File: src/rtl/mem_port_arbiter.sv
// Arbitrates one memory port between instruction fetch and data memory, one transaction in flight.
// Priority goes to DM; a starvation counter hands IF the port after STARVE_MAX DM grants.
module mem_port_arbiter #(
   parameter int ADDR_W     = 32,
   parameter int DATA_W     = 32,
   parameter int STARVE_MAX = 4
) (
   input  logic              clk,
   input  logic              rst,
   input  logic              if_req,
   input  logic [ADDR_W-1:0] if_addr,
   input  logic              if_kill,
   output logic [DATA_W-1:0] if_rdata,
   output logic              if_valid,
   input  logic              dm_req,
   input  logic              dm_we,
   input  logic [ADDR_W-1:0] dm_addr,
   input  logic [DATA_W-1:0] dm_wdata,
   output logic [DATA_W-1:0] dm_rdata,
   output logic              dm_valid,
   output logic              mem_req,
   output logic              mem_we,
   output logic [ADDR_W-1:0] mem_addr,
   output logic [DATA_W-1:0] mem_wdata,
   input  logic              mem_gnt,
   input  logic              mem_rvalid,
   input  logic [DATA_W-1:0] mem_rdata,
   output logic              stall_if,
   output logic              stall_mem
);

   typedef enum logic [1:0] {IDLE, ISSUE, WAIT, RESP} state_t;

   localparam logic       OWN_IF  = 1'b0;
   localparam logic       OWN_DM  = 1'b1;
   localparam logic [3:0] CNT_MAX = 4'(STARVE_MAX);

   state_t     state, state_nxt;
   logic       owner, owner_nxt;
   logic [3:0] starve_cnt, starve_nxt;
   logic       kill_pend, kill_nxt;
   logic       if_ok, grant, grant_if;

   always_ff @(posedge clk) begin
      if (rst) begin
         state      <= IDLE;
         owner      <= OWN_IF;
         starve_cnt <= '0;
         kill_pend  <= 1'b0;
      end else begin
         state      <= state_nxt;
         owner      <= owner_nxt;
         starve_cnt <= starve_nxt;
         kill_pend  <= kill_nxt;
      end
   end

   always_comb begin
      if_ok      = if_req & ~if_kill;
      grant_if   = if_ok & (~dm_req | (starve_cnt == CNT_MAX));
      grant      = 1'b0;
      state_nxt  = state;
      owner_nxt  = owner;
      starve_nxt = starve_cnt;
      kill_nxt   = kill_pend;
      case (state)
         IDLE: begin
            if (!if_req) starve_nxt = '0;
            if (if_ok || dm_req) begin
               grant     = 1'b1;
               state_nxt = ISSUE;
               owner_nxt = grant_if ? OWN_IF : OWN_DM;
               if (grant_if)
                  starve_nxt = '0;
               else if (if_req && starve_cnt != CNT_MAX)
                  starve_nxt = starve_cnt + 4'd1;
            end
         end
         ISSUE: begin
            if (owner == OWN_IF && if_kill) kill_nxt = 1'b1;
            if (mem_gnt) state_nxt = WAIT;
         end
         WAIT: begin
            if (owner == OWN_IF && if_kill) kill_nxt = 1'b1;
            if (mem_rvalid) state_nxt = RESP;
         end
         RESP: begin
            state_nxt = IDLE;
            kill_nxt  = 1'b0;
         end
         default: state_nxt = IDLE;
      endcase
   end

   // IF requests never write, so their write data is driven as zero
   always_ff @(posedge clk) begin
      if (rst) begin
         mem_req   <= 1'b0;
         mem_we    <= 1'b0;
         mem_addr  <= '0;
         mem_wdata <= '0;
         if_rdata  <= '0;
         dm_rdata  <= '0;
      end else begin
         if (grant) begin
            mem_req   <= 1'b1;
            mem_we    <= grant_if ? 1'b0 : dm_we;
            mem_addr  <= grant_if ? if_addr : dm_addr;
            mem_wdata <= grant_if ? '0 : dm_wdata;
         end else if (state == ISSUE && mem_gnt) begin
            mem_req <= 1'b0;
         end
         if (state == WAIT && mem_rvalid) begin
            if (owner == OWN_IF) if_rdata <= mem_rdata;
            else                 dm_rdata <= mem_rdata;
         end
      end
   end

   // A kill arriving during RESP suppresses the pulse combinationally
   assign if_valid  = (state == RESP) && (owner == OWN_IF) && !kill_pend && !if_kill;
   assign dm_valid  = (state == RESP) && (owner == OWN_DM);
   assign stall_if  = if_req & ~if_valid;
   assign stall_mem = dm_req & ~dm_valid;

endmodule

File: config.mk
export PLATFORM = sky130hd
export DESIGN_NAME = mem_port_arbiter
export DESIGN_NICKNAME = d
export VERILOG_FILES = /design/src/rtl/mem_port_arbiter.sv
export SDC_FILE = /design/constraint.sdc
export NUM_CORES = 1
export LEC_CHECK = 0
export ABC_AREA = 1
export BUFFER_PORTS_ARGS = -buffer_cell sky130_fd_sc_hd__buf_2
export CORE_MARGIN = 2
export CORE_UTILIZATION = 50
export DETAILED_ROUTE_END_ITERATION = 7
export PLACE_DENSITY_LB_ADDON = 0.05
export RECOVER_POWER = 100
export SYNTH_ARGS = -nofsm -noshare
export SYNTH_HDL_FRONTEND = slang
export SYNTH_SLANG_ARGS = --single-unit
File: constraint.sdc
create_clock -name clk -period 3 [get_ports clk]
set_clock_uncertainty 0.05 [all_clocks]
set_input_delay 0.6 -clock clk [delete_from_list [all_inputs] [get_ports clk]]
set_output_delay 0.6 -clock clk [all_outputs]
set_load 0.02 [all_outputs]
==> run summary <==
Fin. Hold Viols = 0
Initial detailed-routing violation count = 408
Combinational Power Share = 31.4%
CP max stage delay = 1050 ps
Starting Density = 51.9%
Reg-to-reg endpoint = dm_rdata[21]
# rows = 38
Net Sw Frac = 38.1%
Synth Instances = 798
FMAX = 0.418 GHz
Seq pwr share = 37.8%
Die area = 12,300 um^2
H-tree Lvls = 4
Setup slack after layout = 608 ps
Post-synth EDFFs = 0
Worst reg2reg path depth = 8
GPL Wtd Cong = 0.808
Hold Crit Endpoint = if_rdata[29]
Clock power share = 30.8%
Nets@finish = 1,188
Worst Path Required = 3260 ps
Max Cap Viol = 0
Cell depth of the worst hold path = 3
Worst-path fanout max = 32
Sequential element share of the synthesized area = 48.5%
Setup crit start kind = flop
Internal power = 3.93 mW
ANT nets after route = 0
Detailed placement HPWL = 10.9 mm
Synthesized area = 5700 um^2
Max Buffers Root-to-Sink = 2
Grt total ovfl = 0
Initial antenna violation count = 1
Syn nets = 941
Hold_sp = mem_rdata[29]
P_leak = 3.43 nW
Synth warn = 0
Core area = 11,000 um^2
Vias per inst = 4.81
Setup violators final = 0
P&R area growth vs syn = 30.5%
Tmin final = 2390 ps
Cts repair resizes = 0
CP max stage cell = clkbuf_1
CP Data Arrival Time = 2650 ps
Critical path cell sequence = inv_1, ha_1, nand2_1, inv_1, nand2_1, clkbuf_1, nand2_1, a21oi_1
First-pass GRT wire length = 25.9 mm
Power Dens Cells = 854 nW/um^2
Main synth FF type = dfxtp_1
Reg2reg start = state[0]
Post-CTS setup repair buffer count = 0
CTS Sinks = 138
Setup CP Type = flop to flop
Worst-path clk slew = 70 ps
Via count = 5,766
Crit path capture type = flop
Count of different cell masters after synthesis = 26
Die X = 111 um
Wirelength, routed = 15.8 mm
TritonRoute pass-1 iters = 4
Top cell by count, worst path = nand2_1
Status = complete, no violations
GRT Total Usage = 25.4%
Inserted Clock Buffers = 17
Avg Inst Size Synth = 7.14 um^2
Peak supply drop = 0.417 mV
Tot Pwr = 6.35 mW
Buf/Inv on CP = 3
# IOs = 270
Number of port buffers = 269
Sw Pwr = 2.42 mW
Root Buffer = clkbuf_16
DIE HEIGHT = 111 um
Routed len/inst = 13.2 um
Slew Viols, Final = 0
Detailed-route DRC error count = 0
Flops & latches, synth = 138
CTS tree = built
Layout cells sized above 1 = 18.3%
Worst-Skew Late Latency = 400 ps
Worst-margin pin slew = 1450 ps
Dpl ws = 717 ps
Number of global-route vias before repair = 5,333
Hold Path Class = primary input to flop
Crit-path leading delay family = buffers and inverters
Hold-fix buffers at CTS = 0
Slew HR = 3.48%
Pin count of the biggest net entering global routing = 67
Setup TNS = 0 ps
RSZ-0062 raised after global routing = false
Post-route clock period utilization = 79.7%
Reg2Reg Setup Slack = 610 ps
FFs w/ async S/R, synth = 0%
## Yosys cell counts, types with 2 or more instances
master	number	area, um^2
nand4_1	2	12.5
buf_2	9	45.0
ha_1	7	87.6
inv_1	50	188
nor2_1	140	526
buf_4	6	45.0
buf_6	3	33.8
o21ai_0	33	165
dfxtp_1	138	2760
buf_1	7	26.3
nand2_2	13	81.3
nand3_1	71	355
nand2_1	209	785
clkbuf_1	26	97.6
inv_2	3	11.3
a21oi_1	64	320
a21oi_2	8	70.1
## registers in the layout, summed over array words and instances, names as in the netlist
signal,flops
kill_pend,1
owner,1
dm_rdata,32
state,2
mem_we,1
starve_cnt,4
mem_wdata,32
mem_req,1
if_rdata,32
mem_addr,32
## per-layer routing
metal	GRT usage [%]	share of wire [%]
met1	32.3	44
met2	41.9	48
met3	6.94	7.1
met4	8.25	1.5
met5	0	0
## worst max-delay path by stage
stage	start	end	slack [ps]	cells after the start
floorplan	state[0]	stall_if	780	4
global placement	if_req	mem_wdata[21]	780	8
detailed placement	if_req	mem_wdata[21]	720	8
CTS	owner	if_valid	660	3
global route	state[0]	dm_rdata[26]	350	8
finish	state[0]	dm_rdata[21]	610	8
## cells by family (layout without fill, tap and decap cells)
kind of cell | Yosys count | after routing | share of synthesized area, %
xor gates and xnor gates | 1 | 1 | 0.154
adders and majority gates | 7 | 7 | 1.54
and+or+nand+nor | 439 | 439 | 31.5
other | 0 | 1 | 0
DFF | 138 | 138 | 48.5
AOI/OAI and AO/OA | 109 | 109 | 10.5
buffers and inverters | 104 | 364 | 7.84
## through the flow
| stage | hold slack [ps] | instances | area [um^2] | utilization (%) |
|---|---|---|---|---|
| global placement | 396 | 1166 | 7080 | 64.5 |
| detailed placement | 401 | 1166 | 7080 | 64.5 |
| finish | 379 | 1199 | 7430 | 67.7 |
| floorplan | 401 | 798 | 5700 | - |
| global route | 374 | 1199 | 7430 | 67.7 |
| CTS | 371 | 1198 | 7640 | 69.6 |
## placed cells by master, fill, tap and decap left out, types with 17 or more instances in the layout
cell type / netlist / final
inv_1: 50 / 51
nand3_1: 71 / 72
dfxtp_1: 138 / 138
nand2_1: 209 / 215
clkbuf_1: 26 / 135
o21ai_0: 33 / 33
buf_2: 9 / 134
a21oi_1: 64 / 67
nor2_1: 140 / 140
clkbuf_16: 0 / 17
## layout make-up
class                      count  area (um^2)
sequential                   138         2760
antenna                        1         2.50
clock buffer                  19          453
tap                          140          175
inverter                      53          199
clock inverter                13          109
timing repair buffer         279         1270
multi-input combinational    556         2460
fill                        1075         3550
## tightest hold or removal path: stages
cell and delay, ps:
buf_2 80, nor2_1 40, nor2_1 80
## power groups by stage
stage | Sequential, mW | Combinational [mW] | Clock (mW)
after floorplan | 2.84 | 1.01 | 0
after global placement | 2.41 | 2.10 | 0
after detailed placement | 2.42 | 2.11 | 0
after CTS | 2.38 | 2.11 | 1.99
after global routing | 2.45 | 2.22 | 2.08
final | 2.40 | 1.99 | 1.95
Power figures use the tool's default switching activity.
